--- config.mk ---
export PLATFORM = sky130hd
export DESIGN_NAME = pipe_reg_chain
export DESIGN_NICKNAME = d
export VERILOG_FILES = /design/src/rtl/pipe_reg_chain_pkg.sv /design/src/rtl/pipe_stage.sv /design/src/rtl/pipe_reg_chain.sv
export SDC_FILE = /design/constraint.sdc
export NUM_CORES = 1
export LEC_CHECK = 0
export BUFFER_PORTS_ARGS = -buffer_cell sky130_fd_sc_hd__buf_2
export CORE_MARGIN = 2
export CORE_UTILIZATION = 34
export DETAILED_ROUTE_END_ITERATION = 16
export HOLD_SLACK_MARGIN = 0.15
export PLACE_DENSITY = 0.66
export SYNTH_ARGS = -nofsm -noshare
export SYNTH_HDL_FRONTEND = slang
export SYNTH_SLANG_ARGS = --single-unit
--- constraint.sdc ---
create_clock -name clk_i -period 2.27 [get_ports clk_i]
set_input_delay 0.227 -clock clk_i [delete_from_list [all_inputs] [get_ports clk_i]]
set_output_delay 0.227 -clock clk_i [all_outputs]
set_load 0.03 [all_outputs]
--- src/rtl/pipe_reg_chain_pkg.sv ---
// Shared types for the elastic register pipeline.
// Provides the occupancy-counter update encoding and its decode helper.
package pipe_reg_chain_pkg;

    typedef enum logic [1:0] {
        CntHold = 2'd0,
        CntInc  = 2'd1,
        CntDec  = 2'd2
    } cnt_op_e;

    // Accept-and-emit in the same cycle leaves occupancy unchanged.
    function automatic cnt_op_e cnt_op(
        input logic in_hs,
        input logic out_hs
    );
        cnt_op_e op;
        op = CntHold;
        unique case ({in_hs, out_hs})
            2'b10:   op = CntInc;
            2'b01:   op = CntDec;
            default: op = CntHold;
        endcase
        return op;
    endfunction

endpackage

--- src/rtl/pipe_stage.sv ---
// One elastic pipeline stage: a valid flag plus an enabled data register.
// Ports: clk/rst/flush, upstream valid+data, downstream ready; valid, data, ready out.
module pipe_stage
    import pipe_reg_chain_pkg::*;
#(
    parameter int Bits = 8
) (
    input  logic            clk_i,
    input  logic            rst_i,
    input  logic            flush_i,
    input  logic            up_valid_i,
    input  logic [Bits-1:0] up_data_i,
    input  logic            dn_ready_i,
    output logic            valid_o,
    output logic [Bits-1:0] data_o,
    output logic            ready_o
);

    logic            valid_q, valid_d;
    logic [Bits-1:0] data_q, data_d;

    // An empty stage always accepts; a full one only if it drains.
    assign ready_o = ~valid_q | dn_ready_i;

    always_comb begin
        valid_d = valid_q;
        data_d  = data_q;
        if (flush_i) begin
            valid_d = 1'b0;
        end else if (ready_o) begin
            valid_d = up_valid_i;
            if (up_valid_i) begin
                data_d = up_data_i;
            end
        end
    end

    always_ff @(posedge clk_i or posedge rst_i) begin
        if (rst_i) begin
            valid_q <= 1'b0;
            data_q  <= '0;
        end else begin
            valid_q <= valid_d;
            data_q  <= data_d;
        end
    end

    assign valid_o = valid_q;
    assign data_o  = data_q;

endmodule

--- src/rtl/pipe_reg_chain.sv ---
// Elastic register pipeline of Depth stages with flush and occupancy count.
// Ports: in valid/ready/data, out valid/ready/data, flush_i, count_o.
module pipe_reg_chain
    import pipe_reg_chain_pkg::*;
#(
    parameter int Bits  = 8,
    parameter int Depth = 2
) (
    input  logic                       clk_i,
    input  logic                       rst_i,
    input  logic                       flush_i,
    input  logic                       in_valid_i,
    output logic                       in_ready_o,
    input  logic [Bits-1:0]            in_data_i,
    output logic                       out_valid_o,
    input  logic                       out_ready_i,
    output logic [Bits-1:0]            out_data_o,
    output logic [$clog2(Depth+1)-1:0] count_o
);

    localparam int CountBits = $clog2(Depth + 1);

    for (genvar k = 0; k < Depth; k++) begin : g_st
        logic            up_v;
        logic [Bits-1:0] up_d;
        logic            dn_r;
        logic            vld;
        logic [Bits-1:0] dat;
        logic            rdy;

        if (k == 0) begin : g_head
            assign up_v = in_valid_i;
            assign up_d = in_data_i;
        end else begin : g_mid
            assign up_v = g_st[k-1].vld;
            assign up_d = g_st[k-1].dat;
        end

        if (k == Depth - 1) begin : g_tail
            assign dn_r = out_ready_i;
        end else begin : g_next
            assign dn_r = g_st[k+1].rdy;
        end

        pipe_stage #(
            .Bits(Bits)
        ) u_stage (
            .clk_i      (clk_i),
            .rst_i      (rst_i),
            .flush_i    (flush_i),
            .up_valid_i (up_v),
            .up_data_i  (up_d),
            .dn_ready_i (dn_r),
            .valid_o    (vld),
            .data_o     (dat),
            .ready_o    (rdy)
        );
    end

    // Hold off the producer during reset and on the flush cycle.
    assign in_ready_o  = g_st[0].rdy & ~flush_i & ~rst_i;
    assign out_valid_o = g_st[Depth-1].vld & ~flush_i;
    assign out_data_o  = g_st[Depth-1].dat;

    logic                 in_hs;
    logic                 out_hs;
    logic [CountBits-1:0] count_q, count_d;

    assign in_hs  = in_valid_i & in_ready_o;
    assign out_hs = out_valid_o & out_ready_i;

    always_comb begin
        count_d = count_q;
        if (flush_i) begin
            count_d = '0;
        end else begin
            unique case (cnt_op(in_hs, out_hs))
                CntInc:  count_d = count_q + CountBits'(1);
                CntDec:  count_d = count_q - CountBits'(1);
                default: count_d = count_q;
            endcase
        end
    end

    always_ff @(posedge clk_i or posedge rst_i) begin
        if (rst_i) begin
            count_q <= '0;
        end else begin
            count_q <= count_d;
        end
    end

    assign count_o = count_q;

endmodule

== Word level (Yosys, flattened, before mapping) ==
Cells that the tools add are included.
Widths: inputs -> output; s select.

* Add/sub/neg operators: 2
* Equal/unequal tests: 4
* Muxes and demuxes: 8
* Bitwise gates (word level): 11
* Reduce and logical (&&, ||, !) cells: 5

{| class="wikitable"
|+ Operator list
! kind !! number
|-
| $pmux 2 s2 || 2
|-
| $reduce_and 3->1 || 2
|-
| $and 1x1->1 || 5
|-
| $eq 2x1->1 const B || 2
|-
| $eq 2x2->1 const B || 2
|-
| $mux 1 || 4
|-
| $mux 2 || 2
|-
| $not 1->1 || 4
|-
| $reduce_bool 2->1 || 2
|-
| $reduce_bool 3->1 || 1
|-
| $add 2x1->2 const B || 1
|-
| $or 1x1->1 || 2
|-
| $sub 2x1->2 const B || 1
|}

* Bits in registers: 20
* Word-level logic and storage cells: 35

== Depth between registers and ports, before layout ==
Gate-level depths: netlist of the first run.

* Word-level depth: 12
* Depth in mapped cells: 4

== Modules after synthesis ==
Synthesis of the first run repeated with hierarchy kept, for this count alone.

* Cell total of the unflattened synthesis: 61
* Area, all modules: 892.1 um2

{| class="wikitable"
|+ Modules (own cells, without submodules)
! module !! times used !! cells each !! area each (um2)
|-
| pipe_stage || 2 || 23 || 362.8
|-
| pipe_reg_chain || 1 || 15 || 166.4
|}

== Worst setup path before layout of the first run ==
No wires, ideal clock.

* Path type: register to output
* Start: reg g_st[1].u_stage.valid_q
* End: out in_ready_o
* Data arrival time: 1,306 ps
* Setup slack: 737 ps
* Stages on the path, launching flop included: 3
* Cells stage by stage: dfrtp_1 nor2b_4 a211oi_1

* Word-level cells in the longest chain between the ends: 5

{| class="wikitable"
|+ RTL lines
! item !! RTL line !! RTL
|-
| from (decl) || pipe_stage.sv:19 || <nowiki>logic valid_q, valid_d;</nowiki>
|-
| from (signal assigned) || pipe_stage.sv:43 || <nowiki>valid_q <= valid_d;</nowiki>
|-
| $not 1->1 || pipe_stage.sv:23 || <nowiki>assign ready_o = ~valid_q | dn_ready_i;</nowiki>
|-
| $or 1x1->1 (2 in series) || pipe_stage.sv:23 ||
|-
| $and 1x1->1 (2 in series) || pipe_reg_chain.sv:61 || <nowiki>assign in_ready_o = g_st[0].rdy & ~flush_i & ~rst_i;</nowiki>
|-
| to (decl) || pipe_reg_chain.sv:13 || <nowiki>output logic in_ready_o,</nowiki>
|}

Every way passes these cells.

== Worst setup path after layout of the first run ==
* Start: reg g_st[1].u_stage.valid_q
* End: reg g_st[1].u_stage.data_q[3]

* Word-level cells in the longest chain between the ends: 3

{| class="wikitable"
|+ RTL lines
! item !! RTL line !! RTL
|-
| $not 1->1 || pipe_stage.sv:23 ||
|-
| $or 1x1->1 || pipe_stage.sv:23 ||
|-
| $reduce_and 3->1 (no line) || - ||
|-
| to (signal assigned) || pipe_stage.sv:44 || <nowiki>data_q <= data_d;</nowiki>
|-
| to (decl) || pipe_stage.sv:20 || <nowiki>logic [Bits-1:0] data_q, data_d;</nowiki>
|}

Every way passes these cells.
A chain may end at the register's enable or synchronous reset.

==> flow_summary.yaml, run 1 <==
setup_path:
  slowest_delay_ns: 0.58
  critPathBufInv: 0
  r2r_cells: 3
  cp.arrival_ns: 1.82
  critPathMaxFanout: 8
  crit_type: "register to register"
  timing.rr.start: "g_st[1].u_stage.valid_o"
  cp-start-kind: "register"
  crit_path_end_kind: "register"
  cp_data_required_time_ns: 2.46
  cp_top_family: "simple AND/OR/NAND/NOR gates"
  regToRegSetupSlack_ns: 0.64
  path_cells: "nor2b_4 -> or3b_1 -> mux2_4"
  timing.rr.end: "g_st[1].u_stage.data_o[3]"
  crit_slowest_cell: "or3b_1"
global_routing:
  grt_max_degree: 21
  grt_pass1_vias: 565
  grt_pass1_wl_um: 2470
  antenna_found_initial: 0
  grt.total_usage_pct: 11.92
  overflow: 0
die:
  fp.dieW_um: 54.83
  row_count: 18
  die-area_um2: 3006
  core_um2: 2455
  pin_count: 25
  die_height_um: 54.83
  start_util_pct: 35.78
cells_and_area:
  regArea_um2: 500.5
  most-common-layout-cells: "24 x buf_2, 20 x dfrtp_1, 9 x mux2_2"
  post-route-util_pct: 46.94
  instances_no_fill: 125
  final_common_cell: "buf_2"
  antenna_cells: 0
  fill_cells: 230
  final_area_um2: 1152
  fin_nets: 109
  multi_input_area_um2: 357.8
  drive_gt1_share_pct: 49.47
  synthToLayoutAreaGrowth_pct: 31.20
sta:
  hold_ws_ns: 0.1675
  tightest_slew_ns: 0.7135
  finClkSkew_ns: 0.008133
  rsz0062_at_grt: "false"
  drv_slew: 0
  setup_viol: 0
  tns_ns: 0
  slew_headroom_pct: 52.38
  fmax_mhz: 614.4
  final_hold_viol_count: 0
  period_needed_ns: 1.628
  period_share_pct: 71.70
drt:
  vias_per_cell: 4.544
  drc: 0
  vias: 568
  ant_nets: 0
  drt_iter0_markers: 3
  wl_um: 1452
  wl_per_cell_um: 11.62
  drtPass1Iterations: 2
hold_path:
  hold_class: "input pin to register"
  hold-path-endpoint: "g_st[0].u_stage.data_o[7]"
  hold_depth: 2
  min-delay-start: "in_data_i[7]"
power_and_ir_drop:
  seqPwrFrac_pct: 44.4
  cellPowerDensity_nw_per_um2: 909.7
  p_int_uw: 739.8
  pwr-share-comb_pct: 28.3
  p_leak_uw: 0.0005808
  switchingPower_uw: 308.5
  peakVddDrop_v: 0.0004805
  swShare_pct: 29.43
  p_clk_share_pct: 27.3
clock_network:
  insertion_delay_ns: 0.30
  cts_root_buf: "clkbuf_4"
  cts.reportedPaths.clkPinSlew_ns: 0.11
  cts_made_buffers: 3
  clock_path_buffers: 2
  clock_sinks: 20
  h-tree-depth: 1
  cts_tree: "done"
  cts_hold_repair.buffers: 7
  cts_resized: 0
  post_cts_buffers: 0
placed_design:
  place_hpwl_um: 1053
  placedCellCount: 113
  port_buffers: 24
  gp_congestion: 0.6834
  place_area_um2: 1020
yosys:
  yosysSeqAreaShare_pct: 56.98
  synth-seq-cells: 20
  synth-adder-area-share_pct: 0
  synth_compound_area_share_pct: 2.849
  synthDistinctLibCells: 19
  synthSimpleGateAreaFrac_pct: 10.54
  synthCells: 61
  async_flop_share_pct: 100.0
  synth_top_family_by_area: "multiplexers"
  muxShareOfSynthArea_pct: 26.35
  avgSynthCellArea_um2: 14.40
  synth_edf_count: 0
  synth_xor_area_share_pct: 0.9972
  syn_area_um2: 878.3
  yosys_warnings: 0
  synth_ff_type: "dfrtp_1"
  synthesis.nets: 74
run_status:
  status: "finished clean"
job:
  cap_violations: 0
## worst max-delay path by stage
stage	to	cells past startpoint	slack [ns]	startpoint
after floorplan	in_ready_o	2	0.74	g_st[1].u_stage.valid_o
after global placement	g_st[1].u_stage.data_o[3]	3	0.69	g_st[1].u_stage.valid_o
after detailed placement	g_st[1].u_stage.data_o[3]	3	0.64	g_st[1].u_stage.valid_o
after CTS	g_st[1].u_stage.data_o[3]	3	0.63	g_st[1].u_stage.valid_o
after global routing	g_st[1].u_stage.data_o[3]	3	0.56	g_st[1].u_stage.valid_o
final	g_st[1].u_stage.data_o[3]	3	0.64	g_st[1].u_stage.valid_o
## worst reg2reg max path: stages, from the launching register on
cell and delay, ns:
dfrtp_1 0.42, nor2b_4 0.15, or3b_1 0.58, mux2_4 0.38
## per-stage QoR
stage / total power [uW] / setup WS (ns)
final: 1048 / 0.6425
after global routing: 1107 / 0.5594
after CTS: 1058 / 0.6322
after global placement: 753.6 / 0.6851
after floorplan: 680.2 / 0.7371
after detailed placement: 762.1 / 0.6425
## synthesized netlist by cell type (all sizes together) (2+ instances only)
cell type	n	area share, %
a21oi	2	1.1
and2b	2	1.7
nor2	6	2.6
dfrtp	20	57
nand2	2	0.86
mux2	17	25
## kinds of logic (layout without fill, tap and decap cells)
logic type                count (synthesis)  in the layout
AOI/OAI and AO/OA                         4              4
DFF                                      20             20
muxes                                    18             18
buffers and inverters                     3             37
xor gates and xnor gates                  1              1
and+or+nand+nor                          15             15
## layer usage
| layer | share of wire, % | up-vias | track usage, % |
|---|---|---|---|
| met5 | 0 | - | 0 |
| met4 | 1.3 | 0 | 8.333 |
| met3 | 2.3 | 2 | 1.639 |
| met2 | 51 | 10 | 18.06 |
| met1 | 45 | 278 | 15.57 |
| li1 | - | 278 | - |
## sequential cells by signal, summed over array words and instances, names as in the netlist
name / count
g_st.u_stage.data_o: 16
count_o: 2
g_st.u_stage.valid_o: 2
## power by group through the flow
stage	Combinational, uW	Clock, uW	Sequential, uW
after floorplan	119	0	561
after global placement	282	0	471
after detailed placement	289	0	473
after CTS	298	293	467
after global routing	319	311	477
final	296	286	466
## cell type report
class	count	area share, %
clock buffers	3	1.954
clock inverters	1	2.606
inverters	1	0.3257
multi-input cells	38	31.05
flip-flops and latches	20	43.43
well taps	30	3.257
repair buffers	32	17.37
Power figures use the tool's default switching activity.
==> run 2, diff against run 1 <==
- clock period: 2.27 -> 1.6 ns (I/O delays scaled with it)
==> flow_summary.yaml, run 2 (synthesis results as in run 1) <==
die:
  die_height_um: 54.83
  fp.dieW_um: 54.83
  row_count: 18
  die-area_um2: 3006
  start_util_pct: 35.78
  pin_count: 25
  core_um2: 2455
setup_path:
  crit_type: "input pin to register"
  cp.arrival_ns: 1.65
  critPathMaxFanout: 3
  path_cells: "dlygate4sd3_1 -> buf_2 -> nand2b_1 -> nor3b_1 -> a21oi_1 -> mux2_2"
  cp-start-kind: "input pin"
  crit_slowest_cell: "dlygate4sd3_1"
  slowest_delay_ns: 0.53
  cp_data_required_time_ns: 1.79
  crit_path_end_kind: "register"
sta:
  slew_headroom_pct: 51.14
  setup_viol: 0
  finalWorstSetupSlack_ns: 0.1406
  rsz0062_at_grt: "false"
  final_hold_viol_count: 0
  tns_ns: 0
  fmax_mhz: 685.2
  finClkSkew_ns: 0.005416
  tightest_slew_ns: 0.7321
  period_needed_ns: 1.459
  drv_slew: 0
  period_share_pct: 91.21
cells_and_area:
  final_area_um2: 1192
  regArea_um2: 500.5
  antenna_cells: 0
  largest_register_ffs: 16
  instances_no_fill: 129
  drive_gt1_share_pct: 49.49
  most-common-layout-cells: "24 x buf_2, 20 x dfrtp_1, 11 x dlygate4sd3_1"
  final_common_cell: "buf_2"
  fin_nets: 113
  multi_input_area_um2: 360.3
  synthToLayoutAreaGrowth_pct: 35.75
  fill_cells: 238
clock_network:
  cts.reportedPaths.clkPinSlew_ns: 0.11
  cts_root_buf: "clkbuf_4"
  post_cts_buffers: 0
  insertion_delay_ns: 0.30
  cts_tree: "done"
  clock_sinks: 20
  cts_made_buffers: 3
  clock_path_buffers: 2
  h-tree-depth: 1
global_routing:
  grt.total_usage_pct: 11.80
  overflow: 0
  grt_pass1_wl_um: 2408
  grt_pass1_vias: 548
  grt_max_degree: 21
  antenna_found_initial: 0
placed_design:
  port_buffers: 24
  place_area_um2: 1027
  gp_congestion: 0.6451
  dp_slack_ns: 0.01160
  place_hpwl_um: 1078
  placedCellCount: 114
drt:
  vias_per_cell: 4.643
  drc: 0
  vias: 599
  wl_per_cell_um: 12.03
  drtPass1Iterations: 4
  ant_nets: 0
  wl_um: 1552
  drt_iter0_markers: 4
power_and_ir_drop:
  p_leak_uw: 0.0006000
  cellPowerDensity_nw_per_um2: 1253
  peakVddDrop_v: 0.0005425
hold_path:
  hold_class: "input pin to register"
run_status:
  status: "finished clean"
job:
  cap_violations: 0
## run 2: changes by cell type in the layout (fill, tap and decap cells not counted)
| cell | before | now |
|---|---|---|
| or3b_4 | 0 | 1 |
| buf_4 | 0 | 1 |
| or3b_1 | 1 | 0 |
| dlygate4sd3_1 | 8 | 11 |
## run 2: layout make-up
type                       instances  share of cell area, %
clock buffer                       3                  1.889
clock inverter                     1                  2.518
inverter                           1                 0.3148
multi-input combinational         38                  30.22
sequential                        20                  41.97
tap                               30                  3.148
timing repair buffer              36                  19.94
## run 2: timing repair
| item | CTS | global route |
|---|---|---|
| endpoints found under the hold margin | 31 | 0 |
| hold buffers | 11 | 0 |
| endpoints found under the setup margin | 0 | 8 |
| resized for setup | 0 | 1 |
## run 2: where the power goes
group          leakage [uW]  internal [uW]  switching, uW
sequential         0.000242            604           53.3
combinational      0.000330            200            230
clock             0.0000279            253            154
total              0.000600           1060            438
## run 2: path summary, 6_finish.rpt
kind | depth (start not counted) | slack (ns) | from | end
max | 6 | 0.14 | rst_i | count_o[1]
min | 4 | 0.20 | out_ready_i | g_st[1].u_stage.valid_o
max reg2reg | 3 | 0.17 | g_st[1].u_stage.valid_o | g_st[1].u_stage.data_o[3]
min reg2reg | 1 | 0.52 | g_st[0].u_stage.data_o[5] | g_st[1].u_stage.data_o[5]
max in group asynchronous | 3 | 0.60 | rst_i | g_st[0].u_stage.data_o[5]
min in group asynchronous | 3 | 0.54 | rst_i | g_st[1].u_stage.data_o[6]
## run 2: through the flow
| step | hold slack (ns) | utilization, % | power (uW) |
|---|---|---|---|
| after floorplan | 0.1238 | - | 965.1 |
| after detailed placement | 0.3581 | 41.85 | 1081 |
| after global routing | 0.2291 | 48.57 | 1575 |
| after global placement | 0.3390 | 41.85 | 1071 |
| final | 0.1980 | 48.57 | 1495 |
| after CTS | 0.1846 | 48.47 | 1513 |
## run 2: critical path, delay by kind of cell
family | cells | cell delay, ns
AO/OA/AOI/OAI | 1 | 0.14
buffers and inverters | 2 | 0.67
multiplexers | 1 | 0.34
AND/OR/NAND/NOR | 2 | 0.33
## run 2: per-layer routing
metal	GRT usage (%)	share of wire, %	up-vias
met5	0	0	-
met2	18.45	47	16
met1	13.62	45	290
met4	11.25	5.0	0
met3	1.639	2.9	8
li1	-	-	285
==> run 3, diff against run 2 <==
- CORE_MARGIN: 2 -> default
- PLACE_DENSITY: 0.66 -> 0.52
- SETUP_SLACK_MARGIN: default -> 0.15
==> flow_summary.yaml, run 3 (synthesis results as in run 1) <==
die:
  core_um2: 2455
  die_height_um: 52.83
  start_util_pct: 35.78
  die-area_um2: 2790
  fp.dieW_um: 52.83
  row_count: 18
  pin_count: 25
drt:
  wl_met3_um: 71
  drt_iter0_markers: 2
  ant_nets: 0
  wl_met1_um: 711
  wl_um: 1510
  top_layer_used: "met4"
  drtPass1Iterations: 4
  wl_per_cell_um: 11.53
  routed-wl-met2_um: 714
  vias_per_cell: 4.603
  vias: 603
  drc: 0
global_routing:
  grt_pass1_wl_um: 2463
  grt_max_degree: 21
  grt_pass1_vias: 583
  antenna_found_initial: 0
  overflow: 0
  grt.total_usage_pct: 12.87
setup_path:
  cp.depth: 3
  critPathMaxFanout: 8
  cp_top_family: "simple AND/OR/NAND/NOR gates"
  cp-endpoint: "g_st[1].u_stage.data_o[7]"
  cp-start-kind: "register"
  path_cells: "nor2b_4 -> or3b_4 -> mux2_4"
  regToRegSetupSlack_ns: 0.17
  startpoint: "g_st[1].u_stage.valid_o"
  cp.arrival_ns: 1.62
  cp_data_required_time_ns: 1.79
  r2r_cells: 3
  crit_slowest_cell: "or3b_4"
  crit_type: "register to register"
  slowest_delay_ns: 0.47
  crit_path_end_kind: "register"
  critPathBufInv: 0
  timing.rr.end: "g_st[1].u_stage.data_o[7]"
  timing.rr.start: "g_st[1].u_stage.valid_o"
placed_design:
  place_hpwl_um: 1044
  port_buffers: 24
  gp_congestion: 0.6241
  dp_slack_ns: 0.008988
  place_area_um2: 1047
  placedCellCount: 116
clock_network:
  clock_sinks: 20
  cts_made_buffers: 3
  cts.reportedPaths.clkPinSlew_ns: 0.11
  cts_root_buf: "clkbuf_4"
  clock_path_buffers: 2
  h-tree-depth: 1
  cts_tree: "done"
  insertion_delay_ns: 0.30
job:
  cap_violations: 0
cells_and_area:
  antenna_cells: 0
  drive_gt1_share_pct: 52.48
  largest_register_ffs: 16
  multi_input_area_um2: 372.9
  fill_cells: 231
  fin_nets: 115
  instances_no_fill: 131
  final_common_cell: "buf_2"
  synthToLayoutAreaGrowth_pct: 37.32
  post-route-util_pct: 49.13
  final_area_um2: 1206
  regArea_um2: 500.5
  most-common-layout-cells: "23 x buf_2, 20 x dfrtp_1, 11 x dlygate4sd3_1"
sta:
  finalWorstSetupSlack_ns: 0.1690
  tightest_slew_ns: 0.2499
  finClkSkew_ns: 0.001500
  drv_slew: 0
  period_share_pct: 89.44
  fmax_mhz: 698.8
  tns_ns: 0
  slew_headroom_pct: 83.25
  rsz0062_at_grt: "true"
  final_hold_viol_count: 0
  period_needed_ns: 1.431
  setup_viol: 0
hold_path:
  hold_class: "input pin to register"
run_status:
  status: "finished clean"
power_and_ir_drop:
  peakVddDrop_v: 0.0007854
  cellPowerDensity_nw_per_um2: 1147
  p_leak_uw: 0.0006101
run 3: worst min-delay path by stage:
stage | start | endpoint | depth (start not counted)
global placement | rst_i | g_st[1].u_stage.valid_o | 3
CTS | out_ready_i | g_st[1].u_stage.valid_o | 4
detailed placement | rst_i | g_st[1].u_stage.valid_o | 3
finish | out_ready_i | g_st[1].u_stage.valid_o | 4
floorplan | rst_i | count_o[0] | 1
global route | out_ready_i | g_st[1].u_stage.valid_o | 4
run 3: power breakdown:
| group | leakage (uW) | switching [uW] | total, uW | internal (uW) |
|---|---|---|---|---|
| combinational | 0.000347 | 230 | 436 | 206 |
| clock | 0.0000210 | 152 | 291 | 139 |
| sequential | 0.000242 | 53.0 | 657 | 604 |
run 3: worst min-delay path, stage by stage:
cell and delay, ns:
buf_2 0.13, nor2b_4 0.06, nor2_1 0.08, nor2_1 0.05
run 3: metal layers:
metal,global-route usage [%],vias to the layer above
li1,-,290
met1,15.45,296
met2,20.25,15
met3,6.087,2
met4,3.947,0
met5,0,-
run 3: cell type report:
cell class / instances / area share (%)
tap: 30 / 3.112
multi-input combinational: 38 / 30.91
inverter: 1 / 0.3112
clock buffer: 4 / 3.008
sequential: 20 / 41.49
timing repair buffer: 38 / 21.16
run 3: through the flow:
stage          power [uW]  hold WS [ns]
6_report             1383        0.2056
5_1_grt              1470        0.1790
4_1_cts              1405        0.1812
3_5_place_dp         1086        0.2288
3_3_place_gp         1078        0.2329
2_1_floorplan       966.1        0.1238
run 3: repair_timing:
item                                   in CTS  in global routing
pin swaps                                   0                  0
setup endpoints to repair                   8                 10
buffers inserted                            0                  0
hold buffers                               11                  0
resized for setup                           1                  3
endpoints found under the hold margin      31                  0
